**config.mk**
```make
export PLATFORM = sky130hd
export DESIGN_NAME = irq_sequencer
export DESIGN_NICKNAME = d
export VERILOG_FILES = /design/src/rtl/irq_sequencer.sv
export SDC_FILE = /design/constraint.sdc
export NUM_CORES = 1
export LEC_CHECK = 0
export BUFFER_PORTS_ARGS = -buffer_cell sky130_fd_sc_hd__buf_2
export CORE_ASPECT_RATIO = 0.8
export CORE_MARGIN = 2
export CORE_UTILIZATION = 52
export CTS_BUF_LIST = sky130_fd_sc_hd__clkbuf_8
export DETAILED_ROUTE_END_ITERATION = 10
export PLACE_DENSITY = 0.87
export SLEW_MARGIN = 20
export SYNTH_ARGS = -nofsm -noshare
export SYNTH_HDL_FRONTEND = slang
export SYNTH_SLANG_ARGS = --single-unit
export TNS_END_PERCENT = 10
```
**constraint.sdc**
```tcl
create_clock -name clk -period 4.41 [get_ports clk]
set_input_delay 0.441 -clock clk [delete_from_list [all_inputs] [get_ports clk]]
set_output_delay 0.441 -clock clk [all_outputs]
set_load 0.1 [all_outputs]
```
**src/rtl/irq_sequencer.sv**
```systemverilog
// Interrupt entry/exit sequencer: picks the highest-priority enabled line, saves/restores the PC and vectors the core.
// Optional handler watchdog is enabled by defining IRQ_SEQ_TIMEOUT_EN.
module irq_sequencer #(
  parameter int NIRQ           = 32,
  parameter int VECTORED       = 1,
  parameter int VEC_SHIFT      = 2,
  parameter int TIMEOUT_CYCLES = 1024
) (
  input  logic            clk,
  input  logic            rst,
  input  logic [NIRQ-1:0] irq_pending,
  input  logic [NIRQ-1:0] irq_mask,
  input  logic            glob_en,
  input  logic            insn_boundary,
  input  logic            retirq,
  input  logic [31:0]     pc,
  input  logic [31:0]     pc_irq,
  output logic            savepc,
  output logic            pc_load,
  output logic [31:0]     pc_next,
  output logic [NIRQ-1:0] irq_ack,
  output logic [4:0]      irq_id,
  output logic            irq_active,
  output logic            timeout
);

  if (NIRQ < 1 || NIRQ > 32 || TIMEOUT_CYCLES < 1) begin : g_param_check
    $error("irq_sequencer: NIRQ must be 1..32 and TIMEOUT_CYCLES at least 1");
  end

  typedef enum logic [2:0] {
    S_IDLE,
    S_SAVE,
    S_LOAD,
    S_ACTIVE,
    S_RESTORE
  } state_t;

  state_t          state;
  logic [31:0]     ret_pc;
  logic [NIRQ-1:0] req;
  logic            req_any;
  logic [4:0]      sel;
  logic [NIRQ-1:0] ack_vec;
  logic [31:0]     vec_addr;

  // NOTE: every signal written in always_comb gets a default first, so no path can leave it unassigned and infer a latch.
  always_comb begin
    req     = irq_pending & irq_mask;
    req_any = |req;
    sel     = '0;
    // Scan downwards so the lowest set bit is the one that sticks.
    for (int i = NIRQ - 1; i >= 0; i--) begin
      if (req[i]) sel = i[4:0];
    end
  end

  always_comb begin
    ack_vec = '0;
    for (int i = 0; i < NIRQ; i++) begin
      ack_vec[i] = (irq_id == i[4:0]);
    end
  end

  always_comb begin
    vec_addr = pc_irq;
    if (VECTORED != 0) vec_addr = pc_irq + ({27'b0, irq_id} << VEC_SHIFT);
  end

`ifdef IRQ_SEQ_TIMEOUT_EN
  logic [31:0] wd_cnt;
`endif

  // NOTE: all state and registered outputs use non-blocking assignments so every flop samples pre-edge values.
  always_ff @(posedge clk) begin
    if (rst) begin
      state      <= S_IDLE;
      ret_pc     <= '0;
      savepc     <= 1'b0;
      pc_load    <= 1'b0;
      pc_next    <= '0;
      irq_ack    <= '0;
      irq_id     <= '0;
      irq_active <= 1'b0;
`ifdef IRQ_SEQ_TIMEOUT_EN
      wd_cnt     <= '0;
      timeout    <= 1'b0;
`endif
    end else begin
      // Pulse outputs default low; the state arms them for exactly one cycle.
      savepc  <= 1'b0;
      pc_load <= 1'b0;
      pc_next <= '0;
      irq_ack <= '0;
`ifdef IRQ_SEQ_TIMEOUT_EN
      timeout <= 1'b0;
`endif
      unique case (state)
        S_IDLE: begin
          if (glob_en && req_any && insn_boundary) begin
            state  <= S_SAVE;
            irq_id <= sel;
            ret_pc <= pc;
            savepc <= 1'b1;
          end
        end
        S_SAVE: begin
          // The id captured in IDLE proceeds even if the request has gone away.
          state   <= S_LOAD;
          pc_load <= 1'b1;
          pc_next <= vec_addr;
          irq_ack <= ack_vec;
        end
        S_LOAD: begin
          state      <= S_ACTIVE;
          irq_active <= 1'b1;
`ifdef IRQ_SEQ_TIMEOUT_EN
          wd_cnt     <= '0;
`endif
        end
        S_ACTIVE: begin
          if (retirq) begin
            state      <= S_RESTORE;
            irq_active <= 1'b0;
            pc_load    <= 1'b1;
            pc_next    <= ret_pc;
`ifdef IRQ_SEQ_TIMEOUT_EN
          end else if (wd_cnt == 32'(TIMEOUT_CYCLES - 1)) begin
            state      <= S_RESTORE;
            irq_active <= 1'b0;
            pc_load    <= 1'b1;
            pc_next    <= ret_pc;
            timeout    <= 1'b1;
          end else begin
            wd_cnt <= wd_cnt + 32'd1;
`endif
          end
        end
        S_RESTORE: begin
          state  <= S_IDLE;
          irq_id <= '0;
        end
        default: state <= S_IDLE;
      endcase
    end
  end

`ifndef IRQ_SEQ_TIMEOUT_EN
  assign timeout = 1'b0;
`endif

endmodule

```
==> metrics.txt <==
remaining global-route overflow=0; number of synthesized flops with an enable pin=0; post-CTS clock slew at the launch and capture registers of the worst setup and hold paths=0.10 ns; GRT busiest layer=met2; CP max FO=12; final critical delay including setup and external delays=2.86 ns; Inserted Diodes=0; Crit-path slowest cell=sky130_fd_sc_hd__a21oi_1; hold-fix buffers at CTS=0; share of cell area taken by muxes after synthesis=0.437%; worst clock skew on the final layout=0.00928 ns; maximum ir drop on the vdd rail=0.275 mV; share of final-layout standard cells stronger than drive strength 1=30.7%; DR WL/cell=15.3 um; final weighted congestion in routability-driven placement=0.853; htree depth=3; crit path buf inv count=0; Worst R2R Path Depth=8; wirelength, routed=13.1 mm; total die area=9590 um^2; Fmax=~0.35 GHz; Synth Flop Type=sky130_fd_sc_hd__dfxtp_1; count of yosys warnings during synthesis=0; I/O Pins=roughly 200; measured slew at the worst slew-check pin=~1.1 ns; Critical Path Source Type=flop; count of antenna-violating nets left after detailed routing=0; final cell area excluding filler cells=5840 um^2; total half-perimeter wirelength after legalization and detailed placement=9.87 mm; initial standard-cell utilization of the core=53.8%; source-to-sink clock delay at the later pin of the worst-skew pair=about 0.37 ns; Num CTS Buffers=9; Design Power=1.88 mW; syn nets=approximately 700; compound-cell area share of the yosys netlist=between 10% and 20%; path category of the worst min-delay check=in -> reg; CTS tree=yes; Final Hold Viols=0; Resized cells post-CTS=0; met1 routing resource usage after global routing=a little under a third; crit path DAT=3.09 ns; aggregate global-route resource usage=roughly a quarter; DRC Markers=0; count of maximum capacitance violations=0; Yosys reg bits=107; initial antenna violation count=0; total negative slack=0 ns; final cycle utilization of the critical path=64.9%; chip width=109 um; startpoint-to-endpoint class of the critical path=reg -> reg; library cell used as clock root buffer=sky130_fd_sc_hd__clkbuf_8; required time at the endpoint of the critical path=4.63 ns; per-instance average area after synthesis=8.29 um^2; relative max-transition margin=a little over a quarter; first-pass detailed-route iteration total=5; met2 track demand over resource=around 47%; FP Rows=30; pin count of the biggest net entering global routing=43; Vert. Die Dim=between 80 and 90 um; number of max-slew violations in the final report=0; leakage power=2.56 nW; number of instances in the synthesized netlist=553; Clock Sinks=107; xor and xnor fraction of the mapped netlist area=5.35%; number of failing setup endpoints in the final timing report=0; number of logic stages on the critical path including buffering=8; Worst Setup End Kind=flop; setup repair after global routing missed its margin=no; area of the mapped netlist=approximately 4600 um^2; drt initial violations=between 300 and 400; critical path's top delay family=compound AO/OA/AOI/OAI gates; number of buffers inserted to repair setup after CTS=0; power density over the cells=approximately 320 nW/um^2; delay of the slowest cell on the worst path=0.81 ns; share of synthesized flip-flops with an asynchronous set or reset=0%; number of distinct standard cells referenced by the synthesized netlist=55; final core occ=68.5%; Post-Synth Simple-Gate Area=25.4%; Clock Tree Buf Depth=2; combinational family with the most area after synthesis=simple AND/OR/NAND/NOR gates; first-pass GRT wire length=19.9 mm; instance count along the most critical hold path=3; run status=completed; total vias in the final route=4733; Fin Hold WS=0.292 ns; Critical Path, Cell by Cell=ha_1, fa_1, a21o_1, a21o_1, a21oi_1, nand3b_1, xor2_1, o21ai_0; floorplan core area=8520 um^2; number of nets in the layout=roughly 880; arithmetic-cell share of the synthesized area counting full adders, half adders and majority gates=between 1.5 and 2%; placed cell area=about 5700 um^2; Synth-to-Final Area Change=27.3%; vias in the first global route=about 4400; number of vias per cell=between 5 and 6; count of buffers from port buffering=around 200; routing usage on met3=8.78%; most numerous cell on the critical path=sky130_fd_sc_hd__a21o_1; fraction of the yosys area taken by sequential cells=~47%
[metrics by stage]
stage,instances,setup WS (ns)
6_report,860,1.55
5_1_grt,860,1.39
4_1_cts,860,1.52
3_5_place_dp,844,1.36
3_3_place_gp,844,1.47
2_1_floorplan,553,1.60
[worst paths after layout]
path | start | to | slack, ns
worst min-delay path | pc[2] | ret_pc[2]$_SDFFE_PP0P_ | 0.29
worst max register to register | irq_id[0]$_SDFFE_PP0P_ | pc_next[12]$_SDFF_PP0_ | 1.55
worst max-delay path | irq_id[0]$_SDFFE_PP0P_ | pc_next[12]$_SDFF_PP0_ | 1.55
worst min register to register | ret_pc[17]$_SDFFE_PP0P_ | ret_pc[17]$_SDFFE_PP0P_ | 0.46
[flip-flops by register name (all words and copies together), names as in the netlist]
register / cells
savepc: 1
pc_load: 1
irq_active: 1
pc_next: 32
ret_pc: 32
irq_ack: 32
state: 3
irq_id: 5
[placed cells by master, fill, tap and decap left out, types with 10 or more instances in the layout]
cell                      count
sky130_fd_sc_hd__xnor2_1     20
sky130_fd_sc_hd__dfxtp_1    107
sky130_fd_sc_hd__o21ai_0     29
sky130_fd_sc_hd__buf_2      204
sky130_fd_sc_hd__nor2_1      63
sky130_fd_sc_hd__a21oi_1     42
sky130_fd_sc_hd__nand3_1     13
sky130_fd_sc_hd__nand2_1    116
sky130_fd_sc_hd__a22oi_1     21
sky130_fd_sc_hd__nand4_1     10
[cell families (layout without fill, tap and decap cells)]
family	after synthesis	count (layout)
buf+inv	31	226
fa+ha+maj	6	6
other cells	1	1
simple gates	252	252
compound gates	126	126
flops	107	107
mux	2	2
xor+xnor	28	28
[where the power goes]
group          internal [mW]  total [mW]  leakage (nW)  switching (mW)
Clock                  0.215       0.569        0.0932           0.354
Combinational          0.111       0.304          1.60           0.193
Sequential             0.991        1.01         0.866          0.0175
Total                   1.32        1.88          2.56           0.565
[routing by layer]
| layer | vias up | part of all wire (%) |
|---|---|---|
| met1 | 2164 | 40 |
| met5 | - | 0 |
| met4 | 0 | 2.3 |
| met2 | 225 | 48 |
| met3 | 29 | 9.0 |
| li1 | 2315 | - |
[area by class of cell]
class,count,area [um^2]
Tap cell,112,140
Clock inverter,7,61.3
Sequential cell,107,2140
Multi-Input combinational cell,415,2320
Fill cell,693,2690
Timing Repair Buffer,206,1040
Clock buffer,9,124
Inverter,4,15.0
[worst min-delay path, delay by kind of cell]
kind,cells,cell delay [ns]
AOI/OAI and AO/OA,1,0.05
and+or+nand+nor,1,0.04
buffers and inverters,1,0.09
[cells in the mapped netlist (3+ instances only)]
master                     count  share of area [%]
sky130_fd_sc_hd__a21o_1        5               0.82
sky130_fd_sc_hd__a21oi_1      42                4.6
sky130_fd_sc_hd__a22o_1        6                1.1
sky130_fd_sc_hd__a22oi_1      21                3.4
sky130_fd_sc_hd__a31oi_1       4               0.55
sky130_fd_sc_hd__buf_4         5               0.82
sky130_fd_sc_hd__clkbuf_1     20                1.6
sky130_fd_sc_hd__dfxtp_1     107                 47
sky130_fd_sc_hd__ha_1          5                1.4
sky130_fd_sc_hd__inv_1         4               0.33
sky130_fd_sc_hd__nand2_1     116                9.5
sky130_fd_sc_hd__nand2b_1      5               0.68
sky130_fd_sc_hd__nand3_1      13                1.4
sky130_fd_sc_hd__nand3b_1      6               0.98
sky130_fd_sc_hd__nand4_1      10                1.4
sky130_fd_sc_hd__nor2_1       63                5.2
sky130_fd_sc_hd__nor2b_1       4               0.55
sky130_fd_sc_hd__nor3_1        5               0.55
sky130_fd_sc_hd__nor4_1       10                1.4
sky130_fd_sc_hd__nor4b_1       3               0.57
sky130_fd_sc_hd__o21ai_0      29                3.2
sky130_fd_sc_hd__xnor2_1      20                3.8
sky130_fd_sc_hd__xor2_1        8                1.5
(Power assumes the default switching activity.)
